<file path="src/rtl/i2c_apb_regs.sv">
`default_nettype none
// ============================================================================
//  Module      : i2c_apb_regs
//  Description : APB3 register file for the I2C controller. Zero-wait-state
//                writes; reads take one wait state (RDW) with prdata and the
//                error flag registered. Write-1-to-clear interrupt status
//                with IER masking, registered irq, and a retriggerable
//                soft-reset pulse towards the core.
//  Ports       : clk, rstn (async, active low)
//                psel/penable/pwrite/paddr/pwdata/prdata/pready/pslverr: APB3
//                irq                      : registered interrupt
//                tx_fifo_* / rx_fifo_*    : FIFO push/pop and status
//                rx_pirq, slv_adr, cr, tim: configuration outputs to core
//                sr, irq_req              : status and interrupt set pulses
//                srstn                    : soft reset to core, active low
//  Revision    : 2.0 - APB3 handshake, W1C interrupts, soft-reset pulse
// ============================================================================
module i2c_apb_regs #(
  parameter int ADDR_W   = 12,
  parameter int OCY_W    = 5,
  parameter int N_IRQ    = 8,
  parameter int TW       = 16,
  parameter int TIM_RST  = 50,
  parameter int SRST_LEN = 10
) (
  input  logic              clk,
  input  logic              rstn,
  input  logic              psel,
  input  logic              penable,
  input  logic              pwrite,
  input  logic [ADDR_W-1:0] paddr,
  input  logic [31:0]       pwdata,
  output logic [31:0]       prdata,
  output logic              pready,
  output logic              pslverr,
  output logic              irq,
  input  logic [OCY_W-1:0]  tx_fifo_ocy,
  input  logic [OCY_W-1:0]  rx_fifo_ocy,
  input  logic              tx_fifo_full,
  input  logic              rx_fifo_empty,
  output logic              tx_fifo_wr,
  output logic [9:0]        tx_fifo_wdat,
  output logic              rx_fifo_rd,
  input  logic [7:0]        rx_fifo_rdat,
  output logic [4:0]        rx_pirq,
  output logic [9:0]        slv_adr,
  output logic              srstn,
  output logic [6:0]        cr,
  input  logic [7:0]        sr,
  input  logic [N_IRQ-1:0]  irq_req,
  output logic [8*TW-1:0]   tim
);

  localparam logic [8:0] c_off_gie  = 9'h01C;
  localparam logic [8:0] c_off_isr  = 9'h020;
  localparam logic [8:0] c_off_ier  = 9'h028;
  localparam logic [8:0] c_off_srst = 9'h040;
  localparam logic [8:0] c_off_cr   = 9'h100;
  localparam logic [8:0] c_off_sr   = 9'h104;
  localparam logic [8:0] c_off_txd  = 9'h108;
  localparam logic [8:0] c_off_rxd  = 9'h10C;
  localparam logic [8:0] c_off_adr  = 9'h110;
  localparam logic [8:0] c_off_txo  = 9'h114;
  localparam logic [8:0] c_off_rxo  = 9'h118;
  localparam logic [8:0] c_off_ten  = 9'h11C;
  localparam logic [8:0] c_off_pirq = 9'h120;
  localparam int         c_off_tim0 = 'h128;
  localparam int         c_cw       = $clog2(SRST_LEN + 1);

  typedef enum logic {S_IDLE = 1'b0, S_RDW = 1'b1} state_t;

  state_t            r_state;
  logic              r_rd_err;
  logic              r_gie;
  logic [N_IRQ-1:0]  r_isr;
  logic [N_IRQ-1:0]  r_ier;
  logic [6:0]        r_cr;
  logic [6:0]        r_adr;
  logic [2:0]        r_ten;
  logic [4:0]        r_pirq;
  logic [TW-1:0]     r_tim [8];
  logic [c_cw-1:0]   r_cnt;
  logic              r_srstn;
  logic              r_irq;

  logic [8:0]        w_off;
  logic              w_hi_ok;
  logic              w_wr;
  logic              w_rd;
  logic              w_is_tim;
  logic [2:0]        w_tim_idx;
  logic              w_map_ok;
  logic              w_ro;
  logic              w_wo;
  logic [31:0]       w_rdata;
  logic              w_wr_err;
  logic              w_rd_err;
  logic              w_wr_ok;
  logic              w_key;
  logic [N_IRQ-1:0]  w_clr;
  logic [N_IRQ-1:0]  w_set;
  logic [c_cw-1:0]   w_cnt_next;

  assign w_off = paddr[8:0];
  assign w_wr  = psel & penable & pwrite;
  assign w_rd  = psel & penable & ~pwrite;

  // Address bits above the 9-bit decode window must be zero to hit the map.
  generate
    if (ADDR_W > 9) begin : g_hi
      assign w_hi_ok = ~|paddr[ADDR_W-1:9];
    end else begin : g_no_hi
      assign w_hi_ok = 1'b1;
    end
  endgenerate

  always_comb begin
    w_is_tim  = 1'b0;
    w_tim_idx = 3'd0;
    for (int i = 0; i < 8; i++) begin
      if (w_off == 9'(c_off_tim0 + 4 * i)) begin
        w_is_tim  = 1'b1;
        w_tim_idx = 3'(i);
      end
    end
  end

  // Decode classification and read-data mux.
  always_comb begin
    w_map_ok = 1'b1;
    w_ro     = 1'b0;
    w_wo     = 1'b0;
    w_rdata  = 32'd0;
    case (w_off)
      c_off_gie:  w_rdata = {31'd0, r_gie};
      c_off_isr:  w_rdata = 32'(r_isr);
      c_off_ier:  w_rdata = 32'(r_ier);
      c_off_srst: w_wo    = 1'b1;
      c_off_cr:   w_rdata = 32'(r_cr);
      c_off_sr:   begin w_ro = 1'b1; w_rdata = 32'(sr); end
      c_off_txd:  w_wo    = 1'b1;
      c_off_rxd:  begin w_ro = 1'b1; w_rdata = 32'(rx_fifo_rdat); end
      c_off_adr:  w_rdata = 32'({r_adr, 1'b0});
      c_off_txo:  begin w_ro = 1'b1; w_rdata = 32'(tx_fifo_ocy); end
      c_off_rxo:  begin w_ro = 1'b1; w_rdata = 32'(rx_fifo_ocy); end
      c_off_ten:  w_rdata = 32'(r_ten);
      c_off_pirq: w_rdata = 32'(r_pirq);
      default: begin
        w_map_ok = w_is_tim;
        w_rdata  = 32'(r_tim[w_tim_idx]);
      end
    endcase
    if (!w_hi_ok) begin
      w_map_ok = 1'b0;
    end
  end

  assign w_wr_err = ~w_map_ok | w_ro
                  | ((w_off == c_off_txd)  & tx_fifo_full)
                  | ((w_off == c_off_srst) & (pwdata != 32'h0000_000A));
  assign w_rd_err = ~w_map_ok | w_wo
                  | ((w_off == c_off_rxd) & rx_fifo_empty);

  assign w_wr_ok = w_wr & ~w_wr_err;
  assign w_key   = w_wr_ok & (w_off == c_off_srst);

  // Write error is answered in the same cycle (zero wait states); read error
  // is the flag captured on entry to RDW.
  assign pready  = w_wr | (r_state == S_RDW);
  assign pslverr = (w_wr & w_wr_err) | ((r_state == S_RDW) & r_rd_err);

  assign tx_fifo_wr   = w_wr_ok & (w_off == c_off_txd);
  assign tx_fifo_wdat = pwdata[9:0];

  assign w_clr = (w_wr_ok && (w_off == c_off_isr)) ? pwdata[N_IRQ-1:0] : '0;
  assign w_set = r_srstn ? irq_req : '0;

  // Counter reloads on every valid key write, so a rewrite extends the pulse.
  assign w_cnt_next = w_key ? c_cw'(SRST_LEN)
                    : ((r_cnt != '0) ? (r_cnt - c_cw'(1)) : '0);

  always_ff @(posedge clk or negedge rstn) begin
    if (!rstn) begin
      r_state    <= S_IDLE;
      prdata     <= 32'd0;
      r_rd_err   <= 1'b0;
      rx_fifo_rd <= 1'b0;
    end else begin
      rx_fifo_rd <= 1'b0;
      case (r_state)
        S_IDLE: begin
          if (w_rd) begin
            r_state    <= S_RDW;
            r_rd_err   <= w_rd_err;
            prdata     <= w_rd_err ? 32'd0 : w_rdata;
            rx_fifo_rd <= ~w_rd_err & (w_off == c_off_rxd);
          end
        end
        S_RDW:   r_state <= S_IDLE;
        default: r_state <= S_IDLE;
      endcase
    end
  end

  always_ff @(posedge clk or negedge rstn) begin
    if (!rstn) begin
      r_gie   <= 1'b0;
      r_isr   <= '0;
      r_ier   <= '0;
      r_cr    <= 7'd0;
      r_adr   <= 7'd0;
      r_ten   <= 3'd0;
      r_pirq  <= 5'd1;
      r_cnt   <= '0;
      r_srstn <= 1'b1;
      r_irq   <= 1'b0;
      for (int i = 0; i < 8; i++) begin
        r_tim[i] <= TW'(TIM_RST);
      end
    end else begin
      r_cnt   <= w_cnt_next;
      r_srstn <= (w_cnt_next == '0);
      r_irq   <= r_gie & |(r_isr & r_ier);

      // Entering soft reset wipes status and control; a new set pulse
      // otherwise wins over a same-cycle clear.
      if (w_key) begin
        r_isr <= '0;
      end else begin
        r_isr <= (r_isr & ~w_clr) | w_set;
      end

      if (w_key) begin
        r_cr <= 7'd0;
      end else if (w_wr_ok && (w_off == c_off_cr)) begin
        r_cr <= pwdata[6:0];
      end

      if (w_wr_ok && (w_off == c_off_gie))  r_gie  <= pwdata[0];
      if (w_wr_ok && (w_off == c_off_ier))  r_ier  <= pwdata[N_IRQ-1:0];
      if (w_wr_ok && (w_off == c_off_adr))  r_adr  <= pwdata[7:1];
      if (w_wr_ok && (w_off == c_off_ten))  r_ten  <= pwdata[2:0];
      if (w_wr_ok && (w_off == c_off_pirq)) r_pirq <= pwdata[4:0];

      for (int i = 0; i < 8; i++) begin
        if (w_wr_ok && w_is_tim && (w_tim_idx == 3'(i))) begin
          r_tim[i] <= pwdata[TW-1:0];
        end
      end
    end
  end

  generate
    for (genvar gi = 0; gi < 8; gi++) begin : g_tim
      assign tim[gi*TW +: TW] = r_tim[gi];
    end
  endgenerate

  assign irq     = r_irq;
  assign srstn   = r_srstn;
  assign cr      = r_cr;
  assign rx_pirq = r_pirq;
  assign slv_adr = {r_ten, r_adr};

endmodule
`default_nettype wire

</file>
<file path="config.mk">
export PLATFORM = sky130hd
export DESIGN_NAME = i2c_apb_regs
export DESIGN_NICKNAME = d
export VERILOG_FILES = /design/src/rtl/i2c_apb_regs.sv
export SDC_FILE = /design/constraint.sdc
export NUM_CORES = 1
export LEC_CHECK = 0
export ABC_AREA = 1
export CORE_ASPECT_RATIO = 0.7
export CORE_MARGIN = 10
export CORE_UTILIZATION = 48
export CTS_BUF_LIST = sky130_fd_sc_hd__clkbuf_16
export CTS_CLUSTER_SIZE = 8
export DETAILED_ROUTE_END_ITERATION = 8
export PLACE_DENSITY = 0.77
export SLEW_MARGIN = 40
export SYNTH_ARGS = -nofsm -noshare
export SYNTH_HDL_FRONTEND = slang
export SYNTH_SLANG_ARGS = --single-unit
</file>
<file path="constraint.sdc">
create_clock -name clk -period 2.6 [get_ports clk]
set_clock_uncertainty 0.1 [all_clocks]
set_input_delay 0.52 -clock clk [delete_from_list [all_inputs] [get_ports clk]]
set_output_delay 0.52 -clock clk [all_outputs]
set_load 0.05 [all_outputs]
</file>
==> flow_summary.ini, run 1 <==
[yosys]
syn-mean-instance-area_um2 = 8.04
yosysTopAreaCellShare_pct = 43.9
yosys_warnings = 0
synth_flop_cell = dfrtp_1
synth_top_area_cell = dfrtp_1
syn_area_um2 = 9460
async_flop_share_pct = 100
ys_seq_area_share_pct = 51.1
synth_area_leaders = dfrtp_1 (44%), nand2_1 (13%), o21ai_1 (8.0%)
syn_inst = 1177
yosysUniqueCellTypes = 41
ys_seq_elements = 192
synth_edf_count = 0

[finish]
area_delta_synth_final_pct = 58.6
fill_cells = 1318
register_area_um2 = 4840
multiInputGateArea_um2 = 4240
n_antenna_cell = 0
design_area_um2 = 15000
instances_no_fill = 1894
final_common_cell = nand2_1
final_layout_size_suffix_gt1_share_pct = 27.6
utilization_pct = 78.4
final_cell_mix = nand2_1 (304), clkdlybuf4s50_1 (211), buf_4 (197), dfrtp_1 (166), o21ai_1 (150)
nets = 1703

[detailed_routing]
vias = 10800
drt_iter0_markers = 1451
post-route-drc-count = 0
first_pass_iters = 9
finalWirelength_um = 43400
wl_per_cell_um = 22.9
ant_nets = 0
drt-vias-per-instance = 5.71

[die]
dieHeight_um = 137
die_x_um = 188
rows = 42
start_util_pct = 49.5
io_pins = 283
die_area_um2 = 25800
core_region_area_um2 = 19100

[pwr]
switching_share_pct = 28.8
intPower_uw = 4750
p_leak_uw = 0.00697
ir_drop_mv = 0.368
powerDensity_nw_per_um2 = 445
pwr-share-comb_pct = 13.2
p_switching_uw = 1920
pwr-share-seq_pct = 46.2
pwr-share-clk_pct = 40.6

[place]
io_buffer_count = 266
dp_cells = 1768
placed_area_um2 = 13300
gp_congestion = 0.947
dp_hpwl_um = 28400

[sta]
fin_crit_sh_pct = 107
setup_viol = 21
worst_pin_slew_ns = 0.621
fmax_mhz = 358
drv_slew = 0
slew_headroom_pct = 58.5
finalSetupTns_ns = -0.692
rsz0062_at_grt = yes
period_minus_slack_ns = 2.79
fin_ws_ns = -0.195
whs_ns = 0.375
hold_viol_final = 0

[status]
status = finished, violations left
violations = setup timing

[run]
max-cap-violations = 0

[worst_setup_path]
arrival_ns = 2.17
crit_path_end_kind = primary output
critPathMaxFanout = 7
crit_type = input pin to primary output
critPathRequiredTime_ns = 1.98
startpoint_type = input pin
reg2reg_depth = 8

[cts]
clock_latency_ns = 0.45
numCtsBuffers = 17
cts_tree = done
htree_levels = 4
clkSinkCount = 192
clkTransAtPathRegs_ns = 0.08
root_buffer = clkbuf_16
cts_buffer_depth = 2

[worst_hold_path]
hold_depth = 3
hold_path.class = input pin to register

[global_route]
grt_pass1_vias = 10400
globalRouteMet2Util_pct = 49.4
busiest_layer = met2
gr-total-overflow = 0
grt_usage_pct = 31.2
use_met1_pct = 40.1
antenna_found_initial = 1
grt_pass1_wl_um = 62100
met3_usage_pct = 11.7
grt_max_degree = 67
==> flip-flops by register name, indices dropped and copies added (netlist names), 3 cells and up <==
| register | flops |
|---|---|
| r_cnt | 4 |
| r_adr | 7 |
| r_ten | 3 |
| r_isr | 8 |
| tim | 128 |
| prdata | 16 |
| rx_pirq | 5 |
| r_ier | 8 |
| cr | 7 |
==> cells by family after synthesis <==
| logic type | after synthesis | share of synthesized area [%] |
|---|---|---|
| simple gates | 565 | 26.2 |
| compound gates | 253 | 14.6 |
| flops | 192 | 51.1 |
| buf+inv | 166 | 8.05 |
| other cells | 1 | 0.0396 |
==> area by class of cell <==
class | count | share of cell area [%]
flip-flops and latches | 192 | 32.2
repair buffers | 488 | 31.1
multi-input cells | 834 | 28.3
clock buffers | 17 | 2.84
well taps | 264 | 2.20
inverters | 85 | 2.19
clock inverters | 14 | 1.16
==> metal layers <==
metal,vias up,part of all wire (%)
met3,104,14
li1,4733,-
met4,2,2.4
met5,-,0.018
met1,5200,38
met2,768,46
==> synthesized netlist by cell type (14+ instances only) <==
library cell / count
nand2_1: 325
dfrtp_1: 166
o21ai_1: 152
nor2_1: 87
inv_1: 69
nand3_1: 51
o21ai_0: 39
or2_2: 31
buf_2: 30
buf_4: 27
dfstp_2: 26
clkbuf_1: 22
nand4_1: 21
o22ai_1: 18
or2_1: 15
inv_2: 14
==> stage by stage <==
stage               setup slack, ns  total power [uW]
finish                       -0.195              6670
global route                 -0.255              6840
CTS                         -0.0185              6580
detailed placement           -0.571              3860
global placement             -0.545              3840
floorplan                    0.0416              3480
==> worst paths after layout <==
kind / start / to / slack (ns)
max in group asynchronous: rstn / tim[65]$_DFFE_PN1P_ / 1.09
setup / recovery: paddr[8] / pslverr / -0.19
hold reg to reg: tim[100]$_DFFE_PN1P_ / tim[100]$_DFFE_PN1P_ / 0.38
min in group asynchronous: rstn / r_isr[0]$_DFF_PN0_ / 0.52
setup reg to reg: r_state$_DFF_PN0_ / prdata[3]$_DFFE_PN0P_ / 0.28
hold / removal: pwdata[14] / tim[110]$_DFFE_PN0P_ / 0.37
==> worst max-delay path: stages <==
cell and delay (ns):
buf_4 0.13, buf_6 0.11, clkinvlp_4 0.17, nor2_4 0.07
buf_4 0.13, nand2_1 0.07, nand3_1 0.13, nor2_2 0.24
nand3_4 0.16, nand3_4 0.11, a22o_1 0.17, buf_12 0.15
==> power groups by stage <==
stage	Combinational (uW)	Clock (uW)	Sequential, uW
final	878	2710	3080
after floorplan	324	0	3150
after CTS	822	2680	3080
after detailed placement	728	0	3130
after global placement	713	0	3130
after global routing	924	2830	3080
==> repair_timing <==
action	in CTS	in global routing
setup buffers	84	9
pin swaps	48	26
gates cloned	0	8
gates resized for setup	192	48
setup endpoints to repair	157	151
hold buffers	1	0
endpoints found under the hold margin	6	0
No activity file was read; power rests on OpenSTA's default activity.
==> run 2: changes to the inputs <==
--- a/config.mk
+++ b/config.mk
@@ -10,7 +10,6 @@
 export CORE_MARGIN = 10
 export CORE_UTILIZATION = 48
 export CTS_BUF_LIST = sky130_fd_sc_hd__clkbuf_16
-export CTS_CLUSTER_SIZE = 8
 export DETAILED_ROUTE_END_ITERATION = 8
 export PLACE_DENSITY = 0.77
 export SLEW_MARGIN = 40
==> results of run 2 <==
No change in the layout: final DEF, timing and power equal those of run 1.
